`config.mk`:
```
export PLATFORM = sky130hd
export DESIGN_NAME = valid_rx_fifo
export DESIGN_NICKNAME = d
export VERILOG_FILES = /design/src/rtl/valid_rx_fifo.sv
export SDC_FILE = /design/constraint.sdc
export NUM_CORES = 1
export LEC_CHECK = 0
export ABC_AREA = 1
export BUFFER_PORTS_ARGS = -buffer_cell sky130_fd_sc_hd__buf_4
export CAP_MARGIN = 20
export CORE_ASPECT_RATIO = 0.5
export CORE_UTILIZATION = 63
export DETAILED_ROUTE_END_ITERATION = 6
export MAX_ROUTING_LAYER = met4
export PLACE_DENSITY_LB_ADDON = 0.05
export SLEW_MARGIN = 20
export SYNTH_ARGS = -nofsm -noshare
export SYNTH_HDL_FRONTEND = slang
export SYNTH_SLANG_ARGS = --single-unit
```
`constraint.sdc`:
```
create_clock -name clk -period 3.2 [get_ports clk]
set_clock_uncertainty 0.2 [all_clocks]
set_input_delay 0.32 -clock clk [delete_from_list [all_inputs] [get_ports clk]]
set_output_delay 0.32 -clock clk [all_outputs]
set_load 0.005 [all_outputs]
```
`src/rtl/valid_rx_fifo.sv`:
```
// Receive endpoint for the valid-only stream: buffers every beat it can in a
// small FIFO, re-presents beats on valid/ready, and counts the beats it drops.
module valid_rx_fifo #(
  parameter int DATA_WIDTH = 64,
  parameter int DEPTH      = 4,
  parameter int CNT_WIDTH  = 16
) (
  input  logic                       clk,
  input  logic                       reset_n,
  input  logic                       i_valid,
  input  logic [DATA_WIDTH-1:0]      i_data,
  output logic                       o_valid,
  output logic [DATA_WIDTH-1:0]      o_data,
  input  logic                       i_ready,
  output logic [$clog2(DEPTH):0]     o_count,
  output logic                       o_full,
  output logic                       o_overflow,
  output logic [CNT_WIDTH-1:0]       o_drop_cnt,
  input  logic                       i_clr_overflow
);

  localparam int PTR_W = $clog2(DEPTH);
  localparam int CW    = PTR_W + 1;
  localparam logic [PTR_W-1:0]     PTR_ONE  = PTR_W'(1);
  localparam logic [CW-1:0]        CNT_ONE  = CW'(1);
  localparam logic [CW-1:0]        FULL_LVL = CW'(DEPTH);
  localparam logic [CNT_WIDTH-1:0] DROP_ONE = CNT_WIDTH'(1);
  localparam logic [CNT_WIDTH-1:0] DROP_MAX = '1;

  logic [DATA_WIDTH-1:0] mem [DEPTH];
  logic [PTR_W-1:0]      wr_ptr;
  logic [PTR_W-1:0]      rd_ptr;
  logic [CW-1:0]         count;
  logic                  rd;
  logic                  wr;
  logic                  drop;

  // A read in the same cycle frees a slot, so a full FIFO still accepts.
  assign rd   = (count != '0) && i_ready;
  assign wr   = i_valid && ((count < FULL_LVL) || rd);
  assign drop = i_valid && !wr;

  always_ff @(posedge clk or negedge reset_n) begin
    if (!reset_n) begin
      wr_ptr <= '0;
      rd_ptr <= '0;
      count  <= '0;
      for (int i = 0; i < DEPTH; i++) begin
        mem[i] <= '0;
      end
    end else begin
      if (wr) begin
        mem[wr_ptr] <= i_data;
        wr_ptr      <= wr_ptr + PTR_ONE;
      end
      if (rd) begin
        rd_ptr <= rd_ptr + PTR_ONE;
      end
      case ({wr, rd})
        2'b10:   count <= count + CNT_ONE;
        2'b01:   count <= count - CNT_ONE;
        default: count <= count;
      endcase
    end
  end

  // A drop in the same cycle as a clear restarts the tally at one.
  always_ff @(posedge clk or negedge reset_n) begin
    if (!reset_n) begin
      o_overflow <= 1'b0;
      o_drop_cnt <= '0;
    end else if (drop) begin
      o_overflow <= 1'b1;
      if (i_clr_overflow) begin
        o_drop_cnt <= DROP_ONE;
      end else if (o_drop_cnt != DROP_MAX) begin
        o_drop_cnt <= o_drop_cnt + DROP_ONE;
      end
    end else if (i_clr_overflow) begin
      o_overflow <= 1'b0;
      o_drop_cnt <= '0;
    end
  end

  assign o_valid = (count != '0);
  assign o_data  = mem[rd_ptr];
  assign o_full  = (count == FULL_LVL);
  assign o_count = count;

endmodule

```
# ---- Word-level counts from Yosys, hierarchy flattened
# Index checks and enable logic that the tools add are counted.
dict set report classes {
  add_sub_neg 5
  magnitude_cmp 4
  n_eq_ne 4
  muxes 13
  bitwise_logic 2
  n_reduce_logical 11
}
# operator count
set op_table {}
lappend op_table {{$bwmux 256} 1}
lappend op_table {{$mux 64} 3}
lappend op_table {{$bmux 64 s2} 1}
lappend op_table {{$demux 64 s2} 1}
lappend op_table {{$mux 16} 4}
lappend op_table {{$add 16x1->16 const B} 1}
lappend op_table {{$ne 16x16->1 const B} 1}
lappend op_table {{$ge 3x3->1 const B} 2}
lappend op_table {{$not 2->3} 2}
lappend op_table {{$pmux 3 s2} 1}
lappend op_table {{$reduce_bool 2->1} 3}
lappend op_table {{$add 2x1->2 const B} 2}
lappend op_table {{$logic_and 1x1->1} 4}
lappend op_table {{$add 3x1->3 const B} 1}
lappend op_table {{$eq 3x3->1 const B} 1}
lappend op_table {{$lt 3x1->1 const B} 1}
lappend op_table {{$lt 3x3->1 const B} 1}
lappend op_table {{$reduce_bool 3->1} 1}
lappend op_table {{$sub 3x1->3 const B} 1}
lappend op_table {{$eq 2x1->1 const B} 1}
lappend op_table {{$eq 2x2->1 const B} 1}
lappend op_table {{$mux 1} 2}
lappend op_table {{$reduce_and 2->1} 1}
lappend op_table {{$logic_not 1->1} 1}
lappend op_table {{$logic_or 1x1->1} 1}
dict set report word_totals {
  reg_bits 280
  output_inout_bits 86
}

# ---- Logic depth before layout (Yosys ltp)
# Gate-level depths: netlist of the first run.
dict set report depth {
  depth_word 8
  ltp_mapped 10
  depth_no_buf 9
}

# ---- Worst setup path after synthesis of the first run
# Ideal clock, no wire load.
dict set report synth_timing {
  kind {register to register}
  from {reg count[0], in the netlist o_count[0]}
  to {reg count[2], in the netlist o_count[2]}
  arrival_ns 1.734
  t_required_ns 2.869
  slack_ns 1.135
  path_stages_with_launch 9
  path_cell_list {dfrtp_1 -> inv_1 -> a31oi_1 -> ha_1 -> inv_1 -> fa_1 -> a21oi_1 -> o21ai_0 -> xor2_1}
}
dict set report synth_between {
  elab_chain_cells 6
  elab_cells_between_ends 11
  cone_classes {add/sub: 2; order compare: 1; eq/ne: 2; mux: 1; reduce/logical: 5}
}
# item line_no
set synth_rtl {}
lappend synth_rtl {{start: declaration} 33} ;# logic [CW-1:0] count;
lappend synth_rtl {{start signal: assignment} 60} ;# 2'b10: count <= count + CNT_ONE;
lappend synth_rtl {{start signal: assignment} 61} ;# 2'b01: count <= count - CNT_ONE;
lappend synth_rtl {{start signal: assignment} 62} ;# default: count <= count;
lappend synth_rtl {{$reduce_bool 3->1 *} 39} ;# assign rd = (count != '0) && i_ready;
lappend synth_rtl {{$logic_and 1x1->1 *} 39}
lappend synth_rtl {{via rd} 34} ;# logic rd;
lappend synth_rtl {{$logic_or 1x1->1} 40} ;# assign wr = i_valid && ((count < FULL_LVL) || rd);
lappend synth_rtl {{$logic_and 1x1->1} 40}
lappend synth_rtl {{$eq 2x1->1 or $eq 2x2->1 (tied branches)} 59} ;# case ({wr, rd})
lappend synth_rtl {{$pmux 3 s2 or $reduce_bool 2->1 (tied branches)} -}
# Mark *: on every way through the listed nets, which the timed path passes. The rest lies on a longest branch.
# A chain may end at the register's enable or synchronous reset.

# ---- Worst setup path after layout of the first run
dict set report layout_timing {
  from {reg rd_ptr[0]}
  to {out o_data[63]}
}
dict set report layout_between {
  elab_chain_cells 4
}
# item line_no
set layout_rtl {}
lappend layout_rtl {{start: declaration} 32} ;# logic [PTR_W-1:0] rd_ptr;
lappend layout_rtl {{start signal: assignment} 57} ;# rd_ptr <= rd_ptr + PTR_ONE;
lappend layout_rtl {{$not 2->3 (not written as such)} 86} ;# assign o_data = mem[rd_ptr];
lappend layout_rtl {{$bmux 64 s2} 86}
lappend layout_rtl {{$mux 64 (not written as such) (2 in series)} 86}
lappend layout_rtl {{end: declaration} 13} ;# output logic [DATA_WIDTH-1:0] o_data,
# No other way between the ends. The select of a mux whose other input is x is not followed.

==> results of run 1 <==
[metal layers]
| metal | global-route usage [%] | up-vias |
|---|---|---|
| met5 | - | - |
| met4 | 6.76 | 0 |
| met3 | 4.28 | 38 |
| met2 | 50.1 | 381 |
| met1 | 45.0 | 5218 |
| li1 | - | 5165 |
[cells by family after synthesis]
family	Yosys count
adders and majority gates	7
DFF	280
xor gates and xnor gates	7
AOI/OAI and AO/OA	465
buffers and inverters	199
and+or+nand+nor	505
[Yosys cell counts (3+ instances only)]
master      n  area share, %
buf_2      58            2.3
buf_4      14           0.84
buf_6       3           0.27
clkbuf_1   25           0.75
dfrtp_1   280             56
ha_1        6           0.60
inv_1      93            2.8
inv_2       5           0.15
nand2_1   317            9.5
nand2_2     9           0.45
nand3_1    11           0.44
nand3_2     4           0.32
nand4_1    12           0.60
nor2_1    139            4.2
nor2_2      7           0.35
o21ai_0   200            8.0
o21ai_1   190            7.6
o21ai_2     7           0.49
o22ai_1    64            3.2
xor2_1      5           0.35
[flip-flops by register name (all words and copies together), names as in the netlist]
| name | cells |
|---|---|
| rd_ptr | 2 |
| o_overflow | 1 |
| o_drop_cnt | 16 |
| mem | 256 |
| wr_ptr | 2 |
| o_count | 3 |
[through the flow]
| step | power [uW] | setup slack, ns |
|---|---|---|
| 2_1_floorplan | 9530 | 1.13 |
| 3_3_place_gp | 11900 | 1.04 |
| 3_5_place_dp | 12100 | 0.891 |
| 4_1_cts | 15100 | 0.437 |
| 5_1_grt | 16300 | 0.321 |
| 6_report | 15100 | 0.426 |
[worst register-to-register path: stages (launching register included)]
cell and delay, ns:
dfrtp_1 0.42, inv_1 0.12, a31oi_1 0.37, ha_1 0.23, inv_1 0.08, fa_1 0.41
a21oi_1 0.18, o21ai_0 0.13, xor2_1 0.16
[power by group through the flow]
stage          registers [uW]  logic, uW  clock network, uW
2_1_floorplan            5670       3860                  0
3_3_place_gp             5800       6050                  0
3_5_place_dp             5870       6250                  0
4_1_cts                  5830       6350               2960
5_1_grt                  6010       7150               3100
6_report                 5840       6380               2920
[worst min-delay path by stage]
stage                          end  slack, ns  cells past startpoint
final                      mem[79]       0.20                      2
after CTS                 mem[209]       0.22                      2
after floorplan             mem[0]      -0.18                      0
after global placement    mem[209]       0.15                      1
after global routing      mem[208]       0.27                      2
after detailed placement  mem[209]       0.16                      1
[final cells by class]
type                       instances  area share, %
clock buffer                      33           4.63
clock inverter                     6          0.451
inverter                          99           2.44
multi-input combinational        984           30.6
sequential                       280           46.0
tap                              266           2.18
timing repair buffer             240           13.7
[what timing repair did]
action / in CTS / in global routing
resized for setup: 0 / 0
hold endpoints to repair: 340 / 0
hold buffers: 68 / 0
==> run_results.csv, run 1 <==
group,metric,value,unit
pwr,switching_share,37.7,%
floorplanning,die_h,102,um
drt,first_iter_violations,769,
floorplanning,rows,36,
global_route,antenna_found_initial,0,
layout,fin_nets,1705,
clock_tree,htreeDepth,1,
worst_setup_path,critPathMaxStageDelay,0.49,ns
worst_setup_path,regToRegEndpoint,"o_count[2]",
synth,synth_simple_gate_area_share,16.3,%
worst_setup_path,cp.required,2.68,ns
layout,stdcell_count,1908,
worst_setup_path,endpoint_kind,"output port",
worst_setup_path,cp_top_family,"buffers and inverters",
worst_setup_path,critical_path_depth,6,
layout,multi_input_area,0.00467,mm2
layout,area_delta_synth_final,21.6,%
layout,fin_area,0.0153,mm2
drt,wl_per_cell,16.2,um
layout,final_util,78.4,%
clock_tree,insertion_delay,0.52,ns
placed_design,dpl.cell_count,1801,
clock_tree,clk_pin_slew,0.07,ns
synth,synth.avg_cell_area,8.57,um2
layout,antennaDiodeCount,0,
sta,fin_setup_tns,0,ns
pwr,leakagePower,0.00740,uW
clock_tree,ctsRootBufferMaster,"clkbuf_16",
sta,grt_setup_unrepaired,"false",
layout,final_cell_mix,"313 x nand2_1, 278 x dfrtp_1, 200 x o21ai_0",
floorplanning,core_region_area,0.0195,mm2
global_route,grt_usage,31.9,%
placed_design,gp_congestion,0.927,
clock_tree,tritoncts,"yes",
worst_setup_path,crit_type,"reg -> out",
clock_tree,clockBufferDepth,3,
synth,synth_xor_area_share,0.489,%
synth,synthMuxAreaShare,0,%
sta,finalWorstPathRequiredPeriod,2.77,ns
synth,synthAdderAreaFrac,0.758,%
outcome,status,"completed",
drt,dr.pass1.iters,5,
global_route,grt_pass1_wl,51400,um
layout,drive_above_1_share,15.3,%
layout,seq_area,0.00701,mm2
sta,slew_headroom,49.1,%
worst_setup_path,cp-start-kind,"register",
job,drv_cap,0,
global_route,grt_overflow,0,
pwr,power.density,992,mW/mm2
sta,finalCritPeriodShare,86.7,%
worst_setup_path,worstPathMaxFanout,54,
pwr,clockPowerShare,19.3,%
clock_tree,cts_setup_buffers,0,
worst_setup_path,crit_arrival,2.25,ns
worst_setup_path,rr_worst_depth,8,
worst_setup_path,startpoint,"rd_ptr[0]",
drt,routed.top_layer,"met4",
layout,final_common_cell,"nand2_1",
floorplanning,start_util,64.5,%
sta,fin_hold_ws,0.200,ns
sta,drv_slew,0,
global_route,grt_max_degree,131,
sta,timing.fmax,361,MHz
worst_setup_path,rr_startpoint,"o_count[0]",
worst_setup_path,cp_cell_sequence,"clkinv_2 -> buf_12 -> buf_4 -> nor2_1 -> o22ai_1 -> buf_4",
drt,wl_met2,14500,um
floorplanning,die_w,202,um
synth,yosysUniqueCellTypes,31,
drt,drc_errors,0,
synth,yosysWarnings,0,
synth,syn_inst,1463,
placed_design,hpwlAfterDp,18000,um
drt,drt-vias-per-instance,5.66,
synth,syn_nets,1539,
floorplanning,io_pins,155,
worst_setup_path,r2r_slack,0.80,ns
worst_setup_path,cp_slowest_cell,"dfrtp_4",
layout,nFillCells,1321,
synth,synth_seq_cells,280,
synth,synth_flop_cell,"dfrtp_1",
placed_design,io_buffers,154,
synth,synth_top_family_by_area,"compound AO/OA/AOI/OAI gates",
sta,finalHoldViolCount,0,
synth,synth_edf_count,0,
synth,ys_seq_area_share,55.9,%
worst_setup_path,crit_end,"o_data[63]",
synth,async_reset_ff_share,100,%
drt,ant_nets,0,
worst_setup_path,crit_buf_inv,4,
drt,drt-total-wl,31000,um
sta,setup_viol,0,
clock_tree,cts_buffers,24,
drt,met1_length,14000,um
pwr,p_switching,5710,uW
drt,routed-via-count,10802,
pwr,p_int,9430,uW
sta,worstMarginPinSlew,0.762,ns
pwr,pwr-share-seq,38.6,%
pwr,pwr-share-comb,42.1,%
clock_tree,cts.sinks,280,
synth,synth-compound-area-share,19.5,%
worst_hold_path,hp-class,"in -> async",
global_route,grt_pass1_vias,10442,
drt,wl_met3,2040,um
placed_design,dpl-instance-area,0.0138,mm2
pwr,peakVddDrop,627,uV
synth,syn_area,0.0125,mm2
worst_setup_path,cpMostUsedCell,"buf_4",
floorplanning,die_area,0.0205,mm2
(Power assumes the default switching activity.)
==> run 2: changes to the inputs <==
BUFFER_PORTS_ARGS = not set   (was -buffer_cell sky130_fd_sc_hd__buf_4)
CORE_UTILIZATION = 65   (was 63)
DONT_BUFFER_PORTS = 1   (was not set)
==> run 2 against run 1 <==
- the flow now finishes with violations (negative hold slack)
- sequential share of layout area up 3.6 points
- cell count down 8.3%
- via count down 4.2%
- wire length down 1.3%
- first-iteration DRC count up 2.0%
- non-clock buffer count down 156
==> run_results.csv, run 2 (synthesis gave the netlist of run 1 again) <==
group,metric,value,unit
outcome,status,"finished, violations left",
outcome,violations,"negative hold slack",
worst_setup_path,cp-start-kind,"register",
clock_tree,clockBufferDepth,3,
layout,nFillCells,1401,
worst_setup_path,crit_type,"reg -> out",
placed_design,gp_congestion,0.883,
drt,ant_nets,0,
clock_tree,htreeDepth,1,
sta,worstMarginPinSlew,0.858,ns
pwr,pwr-share-comb,35.7,%
clock_tree,clk_pin_slew,0.07,ns
pwr,p_total,14200,uW
pwr,leakagePower,0.00668,uW
pwr,clockPowerShare,22.6,%
drt,wl_per_cell,17.5,um
layout,final_common_cell,"nand2_1",
global_route,grt_max_degree,281,
worst_setup_path,startpoint,"rd_ptr[1]",
layout,drive_above_1_share,6.71,%
sta,fin_setup_tns,0,ns
floorplanning,io_pins,155,
placed_design,hpwlAfterDp,17300,um
global_route,antenna_found_initial,0,
pwr,switching_share,38.5,%
drt,drc_errors,0,
floorplanning,core_region_area,0.0187,mm2
worst_setup_path,rr_startpoint,"o_count[0]",
worst_setup_path,crit_arrival,2.18,ns
pwr,p_switching,5460,uW
sta,finalWorstPathRequiredPeriod,2.70,ns
worst_setup_path,worstPathMaxFanout,34,
sta,finalHoldViolCount,280,
placed_design,dpl.cell_count,1637,
worst_setup_path,endpoint_kind,"output port",
sta,slew_headroom,42.8,%
layout,regMostFlops,"mem",
job,drv_cap,0,
clock_tree,post_cts_resized,0,
global_route,grt_overflow,0,
drt,dr.pass1.iters,6,
clock_tree,cts_setup_buffers,0,
floorplanning,die_h,100,um
sta,fin_hold_ws,-0.700,ns
layout,stdcell_count,1750,
worst_hold_path,hp-class,"in -> async",
clock_tree,tritoncts,"yes",
layout,area_delta_synth_final,12.8,%
clock_tree,insertion_delay,0.51,ns
sta,setup_viol,0,
sta,finalCritPeriodShare,84.5,%
sta,drv_slew,0,
floorplanning,start_util,67.2,%
pwr,peakVddDrop,514,uV
layout,final_cell_mix,"313 x nand2_1, 278 x dfrtp_1, 200 x o21ai_0",
global_route,grt_pass1_wl,50100,um
layout,antennaDiodeCount,0,
clock_tree,cts_buffers,24,
pwr,power.density,1000,mW/mm2
drt,drt-total-wl,30600,um
sta,grt_setup_unrepaired,"false",
pwr,p_int,8740,uW
worst_setup_path,cp.required,2.68,ns
layout,largest_reg_flops,256,
global_route,grt_pass1_vias,9924,
placed_design,io_buffers,0,
drt,first_iter_violations,784,
drt,drt-vias-per-instance,5.91,
clock_tree,ctsRootBufferMaster,"clkbuf_16",
sta,timing.fmax,370,MHz
clock_tree,cts_hold_buf,69,
layout,fin_nets,1549,
global_route,grt_usage,32.4,%
floorplanning,die_area,0.0199,mm2
floorplanning,die_w,198,um
floorplanning,rows,35,
clock_tree,cts.sinks,280,
pwr,pwr-share-seq,41.7,%
drt,routed-via-count,10347,
-- run 2: cell count changes in the layout (fill, tap and decap cells not counted), moves of 2 or more --
| cell | delta |
|---|---|
| bufinv_16 | +3 |
| buf_12 | -2 |
| buf_4 | -154 |
| clkinv_2 | +4 |
-- run 2: stage by stage --
step           worst slack (ns)  instance area (um2)  utilization, %  hold slack, ns
6_report                  0.495                14100            75.8          -0.700
5_1_grt                   0.395                14100            75.8          -0.717
4_1_cts                   0.541                14100            75.8          -0.709
3_5_place_dp              0.970                12600            67.4          -0.169
3_3_place_gp               1.00                12600            67.4          -0.171
2_1_floorplan              1.13                12500               -          -0.176
-- run 2: worst paths after layout --
kind / to / slack, ns / cells past startpoint
worst max-delay path: o_data[10] / 0.50 / 4
worst min-delay path: mem[19] / -0.70 / 0
worst max register to register: o_count[2] / 0.85 / 8
worst min register to register: mem[138] / 0.28 / 2
max in group asynchronous: rd_ptr[0] / 2.75 / 0
min in group clk: mem[138] / 0.28 / 2
-- run 2: final cells by class --
type	count	area (um2)	area share [%]
flip-flops and latches	280	7010	49.6
clock buffers	33	716	5.06
inverters	99	373	2.64
multi-input cells	984	4670	33.0
clock inverters	11	161	1.14
repair buffers	84	891	6.30
well taps	259	324	2.29
-- run 2: critical path, cell delays in order (launching register included) --
cell     delay, ns
dfrtp_2       0.41
inv_2         0.50
buf_12        0.28
o21ai_0       0.13
o22ai_1       0.32
-- run 2: power groups by stage --
stage	Clock, uW	Sequential [uW]	Combinational [uW]
finish	3210	5920	5070
global route	3380	6110	5720
CTS	3240	5910	5020
detailed placement	0	5950	4920
global placement	0	5880	4730
floorplan	0	5670	3860
-- run 2: per-layer routing --
metal  part of all wire [%]  vias up  wire (um)  track usage, %
li1                       -     4853          -               -
met1                     44     5038      13400            44.6
met2                     47      402      14300            50.8
met3                    7.6       54       2330            5.85
met4                    1.8        0        557            7.63
met5                      0        -          0               -
